$ cat src/rtl/data_ram_read_arbiter_pkg.sv
// Shared types and defaults for the data-RAM read arbiter: FSM states, owner
// encoding and the winner-selection rule.
package data_ram_read_arbiter_pkg;

    localparam int DEFAULT_ADDR_WIDTH = 16;
    localparam int DEFAULT_ROW_WIDTH  = 96;
    localparam int STREAK_WIDTH       = 4;
    localparam int LAT_CNT_WIDTH      = 3;

    typedef enum logic [1:0] {
        ARB_IDLE = 2'd0,
        ARB_WAIT = 2'd1,
        ARB_DONE = 2'd2
    } arb_state_e;

    typedef enum logic {
        OWNER_IDU  = 1'b0,
        OWNER_HOST = 1'b1
    } arb_owner_e;

    // Only meaningful when at least one request is present.
    function automatic arb_owner_e pick_winner(input logic idu_req,
                                               input logic host_req,
                                               input logic limit_reached);
        if (host_req && (!idu_req || limit_reached)) begin
            return OWNER_HOST;
        end
        return OWNER_IDU;
    endfunction

endpackage

$ cat src/rtl/data_ram_read_arbiter_if.sv
// Requester, RAM and status signals of the data-RAM read arbiter; the arbiter
// takes the slave view, the requesters/RAM model take the master view.
interface data_ram_read_arbiter_if
    import data_ram_read_arbiter_pkg::*;
#(
    parameter int ADDR_WIDTH = DEFAULT_ADDR_WIDTH,
    parameter int ROW_WIDTH  = DEFAULT_ROW_WIDTH
) ();

    logic                  idu_req;
    logic [ADDR_WIDTH-1:0] idu_addr0;
    logic [ADDR_WIDTH-1:0] idu_addr1;
    logic                  idu_grant;
    logic                  idu_data_valid;
    logic [ROW_WIDTH-1:0]  idu_value0;
    logic [ROW_WIDTH-1:0]  idu_value1;

    logic                  host_req;
    logic [ADDR_WIDTH-1:0] host_addr0;
    logic [ADDR_WIDTH-1:0] host_addr1;
    logic                  host_grant;
    logic                  host_data_valid;
    logic [ROW_WIDTH-1:0]  host_value0;
    logic [ROW_WIDTH-1:0]  host_value1;

    logic [ADDR_WIDTH-1:0] ram_address0;
    logic [ADDR_WIDTH-1:0] ram_address1;
    logic [ROW_WIDTH-1:0]  ram_value0;
    logic [ROW_WIDTH-1:0]  ram_value1;

    logic                  busy;

    modport slave (
        input  idu_req, idu_addr0, idu_addr1,
        input  host_req, host_addr0, host_addr1,
        input  ram_value0, ram_value1,
        output idu_grant, idu_data_valid, idu_value0, idu_value1,
        output host_grant, host_data_valid, host_value0, host_value1,
        output ram_address0, ram_address1,
        output busy
    );

    modport master (
        output idu_req, idu_addr0, idu_addr1,
        output host_req, host_addr0, host_addr1,
        output ram_value0, ram_value1,
        input  idu_grant, idu_data_valid, idu_value0, idu_value1,
        input  host_grant, host_data_valid, host_value0, host_value1,
        input  ram_address0, ram_address1,
        input  busy
    );

endinterface

$ cat src/rtl/data_ram_read_arbiter_starvation_counter.sv
// Saturating count of consecutive IDU grants issued while the host was waiting;
// flags when the host must be given the next contested slot.
module arb_starvation_counter
    import data_ram_read_arbiter_pkg::*;
#(
    parameter int MAX_IDU_STREAK = 4
) (
    input  logic clk,
    input  logic rst_n,
    input  logic inc,
    input  logic clear,
    output logic limit_reached
);

    localparam logic [STREAK_WIDTH-1:0] MAX_VAL = STREAK_WIDTH'(MAX_IDU_STREAK);

    logic [STREAK_WIDTH-1:0] streak_reg;
    logic [STREAK_WIDTH-1:0] streak_next;

    always_comb begin
        streak_next = streak_reg;
        if (clear) begin
            streak_next = '0;
        end else if (inc && (streak_reg != MAX_VAL)) begin
            streak_next = streak_reg + 1'b1;
        end
    end

    always_ff @(posedge clk or negedge rst_n) begin
        if (!rst_n) begin
            streak_reg <= '0;
        end else begin
            streak_reg <= streak_next;
        end
    end

    assign limit_reached = (streak_reg == MAX_VAL);

endmodule

$ cat src/rtl/data_ram_read_arbiter.sv
// Shares the two data-RAM read ports between the IDU and the host: one access in
// flight, fixed RAM latency, per-requester result registers and a valid pulse.
module data_ram_read_arbiter
    import data_ram_read_arbiter_pkg::*;
#(
    parameter int DATA_ADDRESS_WIDTH = DEFAULT_ADDR_WIDTH,
    parameter int DATA_ROW_WIDTH     = DEFAULT_ROW_WIDTH,
    parameter int RAM_LATENCY        = 1,
    parameter int MAX_IDU_STREAK     = 4
) (
    input logic                    clk,
    input logic                    rst_n,
    data_ram_read_arbiter_if.slave bus
);

    localparam logic [LAT_CNT_WIDTH-1:0] LAT_LOAD = LAT_CNT_WIDTH'(RAM_LATENCY);
    localparam logic [LAT_CNT_WIDTH-1:0] LAT_LAST = LAT_CNT_WIDTH'(1);

    arb_state_e                   state_reg;
    arb_state_e                   state_next;
    arb_owner_e                   owner_reg;
    arb_owner_e                   owner_next;
    logic [LAT_CNT_WIDTH-1:0]     lat_cnt_reg;
    logic [LAT_CNT_WIDTH-1:0]     lat_cnt_next;
    logic                         idu_valid_reg;
    logic                         idu_valid_next;
    logic                         host_valid_reg;
    logic                         host_valid_next;

    logic                         issue;
    logic                         capture;
    logic                         streak_inc;
    logic                         streak_clear;
    logic                         limit_reached;

    logic [1:0][DATA_ADDRESS_WIDTH-1:0] idu_addr;
    logic [1:0][DATA_ADDRESS_WIDTH-1:0] host_addr;
    logic [1:0][DATA_ROW_WIDTH-1:0]     ram_value;

    assign idu_addr  = {bus.idu_addr1, bus.idu_addr0};
    assign host_addr = {bus.host_addr1, bus.host_addr0};
    assign ram_value = {bus.ram_value1, bus.ram_value0};

    arb_starvation_counter #(
        .MAX_IDU_STREAK(MAX_IDU_STREAK)
    ) u_streak (
        .clk          (clk),
        .rst_n        (rst_n),
        .inc          (streak_inc),
        .clear        (streak_clear),
        .limit_reached(limit_reached)
    );

    // IDLE and DONE both arbitrate, so a request held through DONE issues without a bubble.
    always_comb begin
        state_next      = state_reg;
        owner_next      = owner_reg;
        lat_cnt_next    = lat_cnt_reg;
        idu_valid_next  = 1'b0;
        host_valid_next = 1'b0;
        issue           = 1'b0;
        capture         = 1'b0;
        streak_inc      = 1'b0;
        streak_clear    = 1'b0;

        case (state_reg)
            ARB_IDLE, ARB_DONE: begin
                state_next = ARB_IDLE;
                if (bus.idu_req || bus.host_req) begin
                    issue        = 1'b1;
                    state_next   = ARB_WAIT;
                    owner_next   = pick_winner(bus.idu_req, bus.host_req, limit_reached);
                    lat_cnt_next = LAT_LOAD;
                    if ((owner_next == OWNER_IDU) && bus.host_req) begin
                        streak_inc = 1'b1;
                    end else begin
                        streak_clear = 1'b1;
                    end
                end
            end
            ARB_WAIT: begin
                lat_cnt_next = lat_cnt_reg - 1'b1;
                if (lat_cnt_reg == LAT_LAST) begin
                    capture         = 1'b1;
                    state_next      = ARB_DONE;
                    idu_valid_next  = (owner_reg == OWNER_IDU);
                    host_valid_next = (owner_reg == OWNER_HOST);
                end
            end
            default: begin
                state_next = ARB_IDLE;
            end
        endcase
    end

    always_ff @(posedge clk or negedge rst_n) begin
        if (!rst_n) begin
            state_reg      <= ARB_IDLE;
            owner_reg      <= OWNER_IDU;
            lat_cnt_reg    <= '0;
            idu_valid_reg  <= 1'b0;
            host_valid_reg <= 1'b0;
        end else begin
            state_reg      <= state_next;
            owner_reg      <= owner_next;
            lat_cnt_reg    <= lat_cnt_next;
            idu_valid_reg  <= idu_valid_next;
            host_valid_reg <= host_valid_next;
        end
    end

    // One slice per RAM port: issued address plus both requesters' result rows.
    for (genvar gi = 0; gi < 2; gi++) begin : g_port
        logic [DATA_ADDRESS_WIDTH-1:0] ram_address_reg;
        logic [DATA_ROW_WIDTH-1:0]     idu_value_reg;
        logic [DATA_ROW_WIDTH-1:0]     host_value_reg;

        always_ff @(posedge clk or negedge rst_n) begin
            if (!rst_n) begin
                ram_address_reg <= '0;
                idu_value_reg   <= '0;
                host_value_reg  <= '0;
            end else begin
                if (issue) begin
                    ram_address_reg <= (owner_next == OWNER_HOST) ? host_addr[gi] : idu_addr[gi];
                end
                if (capture && (owner_reg == OWNER_IDU)) begin
                    idu_value_reg <= ram_value[gi];
                end
                if (capture && (owner_reg == OWNER_HOST)) begin
                    host_value_reg <= ram_value[gi];
                end
            end
        end
    end

    assign bus.ram_address0    = g_port[0].ram_address_reg;
    assign bus.ram_address1    = g_port[1].ram_address_reg;
    assign bus.idu_value0      = g_port[0].idu_value_reg;
    assign bus.idu_value1      = g_port[1].idu_value_reg;
    assign bus.host_value0     = g_port[0].host_value_reg;
    assign bus.host_value1     = g_port[1].host_value_reg;

    assign bus.idu_data_valid  = idu_valid_reg;
    assign bus.host_data_valid = host_valid_reg;
    assign bus.busy            = (state_reg != ARB_IDLE);
    assign bus.idu_grant       = (state_reg != ARB_IDLE) && (owner_reg == OWNER_IDU);
    assign bus.host_grant      = (state_reg != ARB_IDLE) && (owner_reg == OWNER_HOST);

endmodule

$ cat src/flat_wrapper.sv
// flat-port wrapper written by rule: the top's interface ports become plain ports
module data_ram_read_arbiter_flat import data_ram_read_arbiter_pkg::*;
#(
    parameter int DATA_ADDRESS_WIDTH = DEFAULT_ADDR_WIDTH,
    parameter int DATA_ROW_WIDTH     = DEFAULT_ROW_WIDTH,
    parameter int RAM_LATENCY        = 1,
    parameter int MAX_IDU_STREAK     = 4
)
  (clk, rst_n, bus_idu_req, bus_idu_addr0, bus_idu_addr1, bus_host_req, bus_host_addr0, bus_host_addr1, bus_ram_value0, bus_ram_value1, bus_idu_grant, bus_idu_data_valid, bus_idu_value0, bus_idu_value1, bus_host_grant, bus_host_data_valid, bus_host_value0, bus_host_value1, bus_ram_address0, bus_ram_address1, bus_busy);
  data_ram_read_arbiter_if #(.ADDR_WIDTH((16)), .ROW_WIDTH((96))) bus_i ();
  input logic clk;
  input logic rst_n;
  input wire logic [$bits(bus_i.idu_req)-1:0] bus_idu_req;
  input wire logic [$bits(bus_i.idu_addr0)-1:0] bus_idu_addr0;
  input wire logic [$bits(bus_i.idu_addr1)-1:0] bus_idu_addr1;
  input wire logic [$bits(bus_i.host_req)-1:0] bus_host_req;
  input wire logic [$bits(bus_i.host_addr0)-1:0] bus_host_addr0;
  input wire logic [$bits(bus_i.host_addr1)-1:0] bus_host_addr1;
  input wire logic [$bits(bus_i.ram_value0)-1:0] bus_ram_value0;
  input wire logic [$bits(bus_i.ram_value1)-1:0] bus_ram_value1;
  output wire logic [$bits(bus_i.idu_grant)-1:0] bus_idu_grant;
  output wire logic [$bits(bus_i.idu_data_valid)-1:0] bus_idu_data_valid;
  output wire logic [$bits(bus_i.idu_value0)-1:0] bus_idu_value0;
  output wire logic [$bits(bus_i.idu_value1)-1:0] bus_idu_value1;
  output wire logic [$bits(bus_i.host_grant)-1:0] bus_host_grant;
  output wire logic [$bits(bus_i.host_data_valid)-1:0] bus_host_data_valid;
  output wire logic [$bits(bus_i.host_value0)-1:0] bus_host_value0;
  output wire logic [$bits(bus_i.host_value1)-1:0] bus_host_value1;
  output wire logic [$bits(bus_i.ram_address0)-1:0] bus_ram_address0;
  output wire logic [$bits(bus_i.ram_address1)-1:0] bus_ram_address1;
  output wire logic [$bits(bus_i.busy)-1:0] bus_busy;
  assign bus_i.idu_req = bus_idu_req;
  assign bus_i.idu_addr0 = bus_idu_addr0;
  assign bus_i.idu_addr1 = bus_idu_addr1;
  assign bus_i.host_req = bus_host_req;
  assign bus_i.host_addr0 = bus_host_addr0;
  assign bus_i.host_addr1 = bus_host_addr1;
  assign bus_i.ram_value0 = bus_ram_value0;
  assign bus_i.ram_value1 = bus_ram_value1;
  assign bus_idu_grant = bus_i.idu_grant;
  assign bus_idu_data_valid = bus_i.idu_data_valid;
  assign bus_idu_value0 = bus_i.idu_value0;
  assign bus_idu_value1 = bus_i.idu_value1;
  assign bus_host_grant = bus_i.host_grant;
  assign bus_host_data_valid = bus_i.host_data_valid;
  assign bus_host_value0 = bus_i.host_value0;
  assign bus_host_value1 = bus_i.host_value1;
  assign bus_ram_address0 = bus_i.ram_address0;
  assign bus_ram_address1 = bus_i.ram_address1;
  assign bus_busy = bus_i.busy;
  data_ram_read_arbiter #(.DATA_ADDRESS_WIDTH(DATA_ADDRESS_WIDTH), .DATA_ROW_WIDTH(DATA_ROW_WIDTH), .RAM_LATENCY(RAM_LATENCY), .MAX_IDU_STREAK(MAX_IDU_STREAK)) u_core (.clk(clk), .rst_n(rst_n), .bus(bus_i));
endmodule
$ cat config.mk
export PLATFORM = sky130hd
export DESIGN_NAME = data_ram_read_arbiter_flat
export DESIGN_NICKNAME = d
export VERILOG_FILES = /design/src/rtl/data_ram_read_arbiter_pkg.sv /design/src/rtl/data_ram_read_arbiter_if.sv /design/src/rtl/data_ram_read_arbiter_starvation_counter.sv /design/src/rtl/data_ram_read_arbiter.sv /design/src/flat_wrapper.sv
export SDC_FILE = /design/constraint.sdc
export NUM_CORES = 1
export LEC_CHECK = 0
export CAP_MARGIN = 20
export CORE_AREA = 2 2 266 268
export CTS_CLUSTER_DIAMETER = 50
export DETAILED_ROUTE_END_ITERATION = 8
export DIE_AREA = 0 0 268 270
export PLACE_DENSITY = 0.57
export SYNTH_ARGS = -nofsm -noshare
export SYNTH_HDL_FRONTEND = slang
export SYNTH_SLANG_ARGS = --single-unit
$ cat constraint.sdc
create_clock -name clk -period 2.21 [get_ports clk]
set_input_delay 0.3315 -clock clk [delete_from_list [all_inputs] [get_ports clk]]
set_output_delay 0.3315 -clock clk [all_outputs]
set_load 0.02 [all_outputs]
==> flow_summary.toml <==
[synth]
ys_seq_area_frac = 0.653
synth_ff_type = "dfrtp_1"
synth_warnings = 0
synth_cell_type_count = 33
synth-compound-area-share = 0.0271
yosysMostFrequentCell = "dfrtp_1"
synth_top_family_by_area = "multiplexers"
synth_area_per_cell_sq_um = 15.6
synthAdderAreaFrac = 0.00305
synth-async-reset-ratio = 1.00
synthCells = 1050
synthXorXnorAreaFrac = 0.00107
synth_nets = 1314
synthMuxAreaShare = 0.264
synth-edff-count = 0
synth_top_area_share = 0.653
synth_common_cells = "dfrtp_1 (428), mux2_2 (215), mux2_1 (169)"
synthSimpleGateAreaFrac = 0.0252
syn_area_sq_um = 16400
synth_seq_cells = 428
synth_top_area_cell = "dfrtp_1"
netlist_top_cells_area = "dfrtp_1 (65%), mux2_2 (15%), mux2_1 (12%), a31oi_1 (1.3%), buf_6 (1.2%)"

[setup_path]
cp-end-kind = "output port"
crit_arrival_ns = 1.78
cp-start-kind = "flip-flop"
worst-setup-path-type = "reg2out"
r2r_cells = 9
r2r_start = "u_core.lat_cnt_reg[1]"
max_stage_delay_ns = 0.41
worst-path-max-fanout = 3
crit_buf_inv = 1
crit_chain = "or2_4 -> and2_1 -> dlygate4sd2_1"
cp_slowest_cell = "dfrtp_2"
worst_r2r_endpoint = "u_core.bus.idu_value1[47]"
crit_family = "simple AND/OR/NAND/NOR gates"
reg2reg_slack_ns = 0.11
cp_data_required_time_ns = 1.88

[timing]
clock-skew-final_ns = 0.0278
worst_slack_ns = 0.0995
worst_pin_slew_ns = 0.527
period_minus_slack_ns = 2.11
rsz0062_at_grt = "true"
fmax_mhz = 474
setup_viol = 0
hold_viol = 0
fin_crit_sh = 0.955
max_slew_margin = 0.649
slew_viol_final = 0

[drt]
wire_per_inst_um = 18.9
drtIter0Drc = 414
drc_errors = 0
drt-total-wl_um = 52600
drt_pass1_iterations = 6
via_per_inst = 4.18
vias = 11600
postRouteAntennaNets = 0

[placement]
post-place-ws_ns = 0.0919
dp_hpwl_um = 39000
gp_congestion = 0.792
place_area_sq_um = 24600
numPortBuffers = 680

[grt]
grt_max_degree = 70
grt_pass1_vias = 12600
antenna_found_initial = 2
grt_pass1_wl_um = 76700
grt_usage = 0.137
grt_remaining_overflow = 0

[cts]
clock_path_buffers = 3
cts_buffers = 56
htree_levels = 2
clock_latency_ns = 0.59
path_clk_slew_ns = 0.06
cts_tree = "done"
clock-root-buffer = "clkbuf_16"
clock_sinks = 428

[layout]
layout-drive-gt1-share = 0.215
nets = 2057
design_area_sq_um = 26900
area_growth_pct = 64.1

[power_and_ir_drop]
seqPwrFrac = 0.306
vdd_drop_max_uv = 905
intPower_mw = 29.3
pwr-share-clk = 0.207
p_leak_nw = 11.0
switching_share = 0.361
p_switching_mw = 16.6
p_per_area_nw_per_um2 = 1710
combPwrFrac = 0.487

[floorplanning]
fp.dieH_um = 270
row_count = 97
start_util = 0.236
die_w_um = 268
die-area_sq_um = 72400
io_pins = 681
core-area_sq_um = 69500

[min_path]
hold_path.class = "in2async"

[run_status]
outcome = "completed"

[run]
drv_cap = 0
==> timing repair <==
action,4_1_cts,5_1_grt
buffers inserted,1,12
pin swaps,0,0
hold buffers,1,0
setup endpoints to repair,3,229
hold endpoints to repair,40,0
gates resized for setup,5,9
cloned,0,5
==> worst max path at each step <==
stage | start | endpoint | slack [ns] | cells after the start
detailed placement | bus_host_req | u_core.bus.ram_address1[6] | 0.09 | 7
floorplan | u_core.lat_cnt_reg[1] | u_core.bus.idu_value1[26] | 0.37 | 9
global route | u_core.lat_cnt_reg[1] | u_core.bus.idu_value1[48] | -0.02 | 9
finish | u_core.state_reg[0] | bus_host_grant | 0.1 | 3
global placement | u_core.lat_cnt_reg[1] | u_core.bus.idu_value0[4] | 0.13 | 8
CTS | u_core.state_reg[0] | bus_host_grant | 0.03 | 3
==> worst reg2reg max path: stages, from the launching register on <==
cell	delay [ns]
dfrtp_1	0.38
inv_1	0.09
ha_1	0.13
nor2b_2	0.15
nor2b_4	0.18
nor2b_4	0.20
buf_4	0.14
buf_12	0.14
buf_4	0.22
mux2_1	0.34
==> layer usage <==
metal  track usage  vias to the layer above  part of all wire
li1              -                     5222                 -
met1         0.143                     5845              0.36
met2         0.257                      469              0.53
met3        0.0438                       83             0.082
met4        0.0454                        0             0.027
met5             0                        -                 0
==> layout make-up <==
type | instances | area (sq um)
Timing Repair Buffer | 747 | 7720
Multi-Input combinational cell | 554 | 5290
Clock buffer | 73 | 1610
Antenna cell | 2 | 5.00
Clock inverter | 31 | 385
Inverter | 6 | 27.5
Tap cell | 940 | 1180
Sequential cell | 428 | 10700
Fill cell | 6560 | 42600
==> through the flow <==
stage | utilization | total power [mW] | instances | hold WS (ns) | TNS (ns)
6_report | 0.387 | 45.9 | 2781 | 0.281 | 0
5_1_grt | 0.387 | 48.3 | 2781 | 0.284 | -0.219
4_1_cts | 0.383 | 46.2 | 2762 | 0.260 | 0
3_5_place_dp | 0.354 | 36.4 | 2656 | 0.323 | 0
3_3_place_gp | 0.354 | 36.0 | 2656 | 0.324 | 0
2_1_floorplan | - | 24.9 | 1050 | 0.0359 | 0
==> power groups by stage <==
stage	logic (mW)	registers (mW)	clock network [mW]
floorplan	6.18	18.7	0
global placement	21.9	14.0	0
detailed placement	22.2	14.2	0
CTS	22.3	14.1	9.81
global route	23.6	14.6	10.1
finish	22.4	14.1	9.52
==> kinds of logic (layout without fill, tap and decap cells) <==
family                   Yosys count  count (layout)
AND/OR/NAND/NOR                   87              87
AO/OA/AOI/OAI                     77              77
multiplexers                     384             384
other                              0               2
XOR/XNOR                           2               2
adder cells (fa/ha/maj)            4               4
buffers and inverters             68             857
flip-flops                       428             428
==> placed cells by master (no fill, tap or decap), drive strengths merged, types with 6 or more instances in the layout <==
cell type	instances
nor2	33
dfrtp	428
clkinv	8
inv	15
a31oi	35
clkinvlp	8
nand3	36
bufinv	6
clkdlybuf4s50	676
buf	62
clkbuf	78
o21ai	37
mux2	384
Note: power is estimated with default switching activity, not from simulation.
